`src/rtl/button_press_decoder.sv`:
```
`default_nettype none
// ============================================================================
//  Module   : button_press_decoder
//  Purpose  : Receive-side conditioner for one active-low push button.
//             Synchronises and debounces the raw pin, classifies each press
//             as short or long, and emits auto-repeat pulses while the
//             button stays held after a long press. Every event output is
//             a clean single-cycle pulse.
//  Ports    : clk50m       in  system clock, all logic on the rising edge
//             rst_n        in  asynchronous active-low reset
//             button_n     in  raw button pin, 0 = pressed, asynchronous
//             pressed      out debounced level, 1 = pressed
//             press_short  out 1-cycle pulse, released before long threshold
//             press_long   out 1-cycle pulse, hold reached long threshold
//             press_repeat out 1-cycle pulse every repeat period while held
//  Revision : 1.0 - initial release
// ============================================================================
module button_press_decoder #(
    parameter int DEBOUNCE_CYCLES = 50_000,
    parameter int LONG_CYCLES     = 50_000_000,
    parameter int REPEAT_CYCLES   = 10_000_000
) (
    input  logic clk50m,
    input  logic rst_n,
    input  logic button_n,
    output logic pressed,
    output logic press_short,
    output logic press_long,
    output logic press_repeat
);

    localparam int DB_W   = $clog2(DEBOUNCE_CYCLES + 1);
    localparam int HOLD_W = $clog2(LONG_CYCLES + 1);
    localparam int REP_W  = $clog2(REPEAT_CYCLES + 1);

    localparam logic [DB_W-1:0]   DB_LAST   = DB_W'(DEBOUNCE_CYCLES - 1);
    localparam logic [HOLD_W-1:0] HOLD_LAST = HOLD_W'(LONG_CYCLES - 1);
    localparam logic [REP_W-1:0]  REP_LAST  = REP_W'(REPEAT_CYCLES - 1);

    typedef enum logic [1:0] {
        S_IDLE    = 2'd0,
        S_PRESSED = 2'd1,
        S_HELD    = 2'd2
    } state_t;

    // ------------------------------------------------------------------
    // Two-flop synchroniser. Both flops reset to the released level so a
    // held button after reset is seen as a fresh edge and re-debounced.
    // ------------------------------------------------------------------
    logic sync_meta;
    logic sync_n;

    always_ff @(posedge clk50m or negedge rst_n) begin
        if (!rst_n) begin
            sync_meta <= 1'b1;
            sync_n    <= 1'b1;
        end else begin
            sync_meta <= button_n;
            sync_n    <= sync_meta;
        end
    end

    // ------------------------------------------------------------------
    // Debounce: the synced level must differ from the accepted level for
    // DEBOUNCE_CYCLES consecutive cycles before it is taken. Any return to
    // the accepted level restarts the count.
    // ------------------------------------------------------------------
    logic            stable;
    logic [DB_W-1:0] db_cnt;

    always_ff @(posedge clk50m or negedge rst_n) begin
        if (!rst_n) begin
            stable <= 1'b1;
            db_cnt <= '0;
        end else if (sync_n == stable) begin
            db_cnt <= '0;
        end else if (db_cnt == DB_LAST) begin
            stable <= sync_n;
            db_cnt <= '0;
        end else begin
            db_cnt <= db_cnt + 1'b1;
        end
    end

    // Inverter straight off the stable flop: the level changes on the same
    // edge the new value is accepted (2 sync + DEBOUNCE_CYCLES latency).
    assign pressed = ~stable;

    // ------------------------------------------------------------------
    // Press classifier FSM
    // ------------------------------------------------------------------
    state_t              state;
    state_t              next_state;
    logic [HOLD_W-1:0]   hold_cnt;
    logic [HOLD_W-1:0]   next_hold;
    logic [REP_W-1:0]    rep_cnt;
    logic [REP_W-1:0]    next_rep;
    logic                next_short;
    logic                next_long;
    logic                next_repeat;

    always_ff @(posedge clk50m or negedge rst_n) begin
        if (!rst_n) begin
            state        <= S_IDLE;
            hold_cnt     <= '0;
            rep_cnt      <= '0;
            press_short  <= 1'b0;
            press_long   <= 1'b0;
            press_repeat <= 1'b0;
        end else begin
            state        <= next_state;
            hold_cnt     <= next_hold;
            rep_cnt      <= next_rep;
            press_short  <= next_short;
            press_long   <= next_long;
            press_repeat <= next_repeat;
        end
    end

    always_comb begin
        next_state  = state;
        next_hold   = hold_cnt;
        next_rep    = rep_cnt;
        next_short  = 1'b0;
        next_long   = 1'b0;
        next_repeat = 1'b0;

        case (state)
            S_IDLE: begin
                if (pressed) begin
                    next_state = S_PRESSED;
                    next_hold  = HOLD_W'(1);
                end
            end

            // Release is tested first so a release landing on the long
            // threshold cycle still reports a short press.
            S_PRESSED: begin
                if (!pressed) begin
                    next_short = 1'b1;
                    next_state = S_IDLE;
                end else if (hold_cnt == HOLD_LAST) begin
                    next_long  = 1'b1;
                    next_state = S_HELD;
                    next_rep   = '0;
                end else begin
                    next_hold = hold_cnt + 1'b1;
                end
            end

            // hold_cnt is frozen here; rep_cnt clears at its terminal
            // count, so neither counter can wrap.
            S_HELD: begin
                if (!pressed) begin
                    next_state = S_IDLE;
                end else if (rep_cnt == REP_LAST) begin
                    next_repeat = 1'b1;
                    next_rep    = '0;
                end else begin
                    next_rep = rep_cnt + 1'b1;
                end
            end

            default: begin
                next_state = S_IDLE;
            end
        endcase
    end

endmodule
`default_nettype wire
```
`config.mk`:
```
export PLATFORM = sky130hd
export DESIGN_NAME = button_press_decoder
export DESIGN_NICKNAME = d
export VERILOG_FILES = /design/src/rtl/button_press_decoder.sv
export SDC_FILE = /design/constraint.sdc
export NUM_CORES = 1
export LEC_CHECK = 0
export BUFFER_PORTS_ARGS = -buffer_cell sky130_fd_sc_hd__buf_2
export CORE_UTILIZATION = 63
export DETAILED_ROUTE_END_ITERATION = 16
export MAX_ROUTING_LAYER = met4
export PLACE_DENSITY_LB_ADDON = 0.25
export SETUP_SLACK_MARGIN = 0.5
export SLEW_MARGIN = 20
export SYNTH_ARGS = -nofsm -noshare
export SYNTH_HDL_FRONTEND = slang
export SYNTH_SLANG_ARGS = --single-unit
```
`constraint.sdc`:
```
create_clock -name clk50m -period 2.3 [get_ports clk50m]
set_input_delay 0.115 -clock clk50m [delete_from_list [all_inputs] [get_ports clk50m]]
set_output_delay 0.115 -clock clk50m [all_outputs]
set_load 0.005 [all_outputs]
```
==> flow_metrics.tcl <==
set metrics [dict create \
    yosys.cell_types.count 63 \
    r2r.worst_path.cells 10 \
    coreArea_um2 6061 \
    grt_setup_unrepaired "yes" \
    clk_latency_ns 0.36 \
    yosys_register_bits 74 \
    hpwlAfterDp_mm 5.741 \
    top_cell_by_count_worst_path "buf_4" \
    cts_tree "done" \
    grt_use_met3 0.08132 \
    area_delta_synth_final_pct 35.69 \
    timing.hold.worst_path_depth 0 \
    syn_area_um2 4070 \
    placement.cell_area_um2 4273 \
    post-route-period-util 0.9642 \
    global_route.peak_usage_layer "met2" \
    timing.clock.skew_ns 0.009965 \
    finalWorstPathRequiredPeriod_ns 2.218 \
    fp.dieArea_um2 6786 \
    critPathMaxFanout 4 \
    numPortBuffers 6 \
    vias_per_cell 7.541 \
    first_pass_grt_wire_length_mm 17.85 \
    crit_path_start_kind "flop" \
    synth.net_count 438 \
    cts_htree_levels 3 \
    drc 0 \
    design_area_um2 5523 \
    leakagePower_uw 0.002387 \
    setup-violations-final 0 \
    whs_ns 0.3627 \
    fillers 216 \
    placed_cells_incl_taps 510 \
    num_rows 28 \
    power-per-cell-area_nw_per_um2 457.5 \
    critPathMaxStageDelay_ns 0.39 \
    detailroute.via_count 4487 \
    post_synth_edffs 0 \
    max_clock_freq_mhz 450.9 \
    clock_sink_count 74 \
    power.net_switching_uw 594.7 \
    power.internal_uw 1932 \
    p_comb_frac 0.017 \
    least_margin_pin_slew_ns 0.9437 \
    timing.final.max_slew_violations 0 \
    netlist_instances 432 \
    post_synth.cell_area_avg_um2 9.422 \
    worst_ep_arrival_time_ns 2.46 \
    worst_path_dominant_cell_family "buffers and inverters" \
    hold_crit_class "flop to flop" \
    tns_ns 0 \
    worstSetupPathDepth 10 \
    synth-main-ff-cell "dfrtp_1" \
    io_pins 7 \
    die_w_um 82.38 \
    number_of_optimization_iterations_in_the_first_detailed_route_pass 8 \
    most_frequent_cells_in_the_layout "dfrtp_1, buf_4, nor2_1" \
    floorplan.die.height_um 82.38 \
    first_global_vias 3678 \
    required_ns 2.54 \
    final_layout_size_suffix_gt1_frac 0.3784 \
    criticalPathCategory "flop to flop" \
    met2_track_usage_gr 0.5678 \
    hold_viol 0 \
    gp_routability_congestion 0.8410 \
    grt_antenna_before_repair 2 \
    timing.critical_path.to_type "flop" \
    part_of_the_yosys_area_used_for_sequential_elements 0.4559 \
    grt-ovfl-total 0 \
    grt_util_all_layers 0.3657 \
    grt.met1_usage 0.4406 \
    timing.slew.headroom 0.3709 \
    clk_pin_slew_ns 0.09 \
    async_s_r_ff_share_synth 1.000 \
    status "completed" \
    crit_buf_inv 5 \
    routed_wl_mm 15.18 \
    pwr-share-clk 0.463 \
    pin_count_of_the_biggest_net_entering_global_routing 75 \
    ctsLongestPathBuffers 2 \
    switching_share 0.2354 \
    share_of_total_power_in_sequential_cells 0.520 \
    total_power_uw 2527 \
    crit_path_top_delay_cell "dfrtp_1" \
    wl_per_cell_um 25.51 \
    finalNonFillerCells 595 \
    cp_cell_sequence "buf_4 > buf_4 > nand4_1 > buf_4 > buf_4 > buf_4 > nor2_2 > a21boi_0 > o21ai_2 > o21ai_1" \
    yosysWarningCount 0 \
    most_common_library_cell_in_the_layout_ignoring_fill_and_taps "dfrtp_1" \
    final_net_count 519 \
    vdd.ir_drop.worst_v 0.0006584 \
    initial_utilization 0.6716 \
    drtIter0Drc 782 \
    cts-buffers-inserted 9 \
    antenna_left 0 \
    root_buffer "clkbuf_8" \
    cap_viol_max_count 0 \
]
-- synth_stat cells (all sizes together) (2+ instances only) --
| master | count | area share |
|---|---|---|
| and2 | 4 | 0.0061 |
| a22o | 10 | 0.022 |
| nand4 | 18 | 0.028 |
| a21boi | 2 | 0.0037 |
| or4b | 3 | 0.0074 |
| dfrtp | 71 | 0.44 |
| inv | 10 | 0.0092 |
| nor4b | 2 | 0.0058 |
| nor2 | 33 | 0.030 |
| ha | 3 | 0.0092 |
| o2bb2ai | 2 | 0.0043 |
| a41oi | 3 | 0.0065 |
| xor2 | 7 | 0.015 |
| dfstp | 3 | 0.019 |
| nand3 | 37 | 0.050 |
| a22oi | 2 | 0.0049 |
| and4 | 3 | 0.0065 |
| a31oi | 5 | 0.0077 |
| o31ai | 7 | 0.013 |
| o221ai | 2 | 0.0043 |
| mux2i | 5 | 0.012 |
| clkbuf | 11 | 0.010 |
| xnor2 | 8 | 0.017 |
| nand2b | 3 | 0.0046 |
| nand2 | 31 | 0.029 |
| o21ai | 15 | 0.018 |
| a31o | 3 | 0.0065 |
| or3 | 8 | 0.012 |
| nor2b | 5 | 0.0077 |
| and3 | 15 | 0.023 |
| nor3 | 11 | 0.015 |
| a21oi | 38 | 0.048 |
| or2 | 3 | 0.0046 |
| or4 | 6 | 0.011 |
| nor4 | 10 | 0.026 |
| a21o | 3 | 0.0055 |
| mux2 | 4 | 0.011 |
| buf | 12 | 0.019 |
| nor3b | 2 | 0.0037 |
-- registers in the layout, summed over array words and instances (netlist names) --
| register | cells |
|---|---|
| sync_n | 1 |
| db_cnt | 16 |
| press_long | 1 |
| state | 2 |
| press_repeat | 1 |
| sync_meta | 1 |
| rep_cnt | 24 |
| stable | 1 |
| press_short | 1 |
| hold_cnt | 26 |
-- cells by family (layout without fill, tap and decap cells) --
kind of cell / count (synthesis) / count (layout) / synth area share
muxes: 9 / 9 / 0.02336
and+or+nand+nor: 200 / 200 / 0.2850
other: 0 / 2 / 0
DFF: 74 / 74 / 0.4559
adders and majority gates: 3 / 3 / 0.009223
AOI/OAI and AO/OA: 98 / 100 / 0.1562
buffers and inverters: 33 / 117 / 0.03812
xor gates and xnor gates: 15 / 15 / 0.03228
-- timing repair --
item,CTS,global route
gates resized for setup,31,87
hold endpoints to repair,72,0
pin swaps,24,45
endpoints found under the setup margin,45,63
hold buffers,2,0
cloned,4,3
setup buffers,32,26
-- power groups by stage --
stage / logic (uW) / registers (uW) / clock network (uW)
5_1_grt: 50.0 / 1310 / 1210
3_3_place_gp: 39.3 / 1340 / 0
3_5_place_dp: 39.4 / 1340 / 0
2_1_floorplan: 10.1 / 1340 / 0
6_report: 43.7 / 1310 / 1170
4_1_cts: 42.4 / 1310 / 1130
-- worst register-to-register path, stage by stage, from the launching register on --
cell	delay, ns
dfrtp_1	0.39
buf_4	0.13
buf_4	0.12
nand4_1	0.22
buf_4	0.22
buf_4	0.13
buf_4	0.15
nor2_2	0.21
a21boi_0	0.23
o21ai_2	0.20
o21ai_1	0.10
-- stage by stage --
stage               setup WS, ns    util
floorplan                 0.4970       -
global placement          0.1477  0.7050
detailed placement       0.05504  0.7050
CTS                       0.3141  0.8115
global route             -0.1809  0.9112
finish                   0.08228  0.9112
-- metal layers --
layer,share of wire,routed length (um),vias up
met4,0.091,1383,0
met3,0.10,1581,172
met1,0.35,5245,2092
met2,0.46,6971,436
met5,0,0,-
li1,-,-,1787
-- worst paths after layout --
path / startpoint / to / slack [ns]
worst max-delay path: hold_cnt[0] / hold_cnt[9] / 0.08
worst min-delay path: sync_meta / sync_n / 0.36
worst max register to register: hold_cnt[0] / hold_cnt[9] / 0.08
worst min register to register: sync_meta / sync_n / 0.36
max in group asynchronous: rst_n / hold_cnt[4] / 1.16
min in group asynchronous: rst_n / db_cnt[12] / 0.46
-- final cells by class --
| type | instances | area, um2 | share of cell area |
|---|---|---|---|
| inverter | 10 | 37.54 | 0.006797 |
| antenna | 2 | 5.005 | 0.0009062 |
| clock inverter | 6 | 91.34 | 0.01654 |
| timing repair buffer | 91 | 838.3 | 0.1518 |
| tap | 75 | 93.84 | 0.01699 |
| clock buffer | 10 | 127.6 | 0.02311 |
| multi-input combinational | 327 | 2465 | 0.4463 |
| sequential | 74 | 1864 | 0.3376 |
No activity file was read; power rests on OpenSTA's default activity.
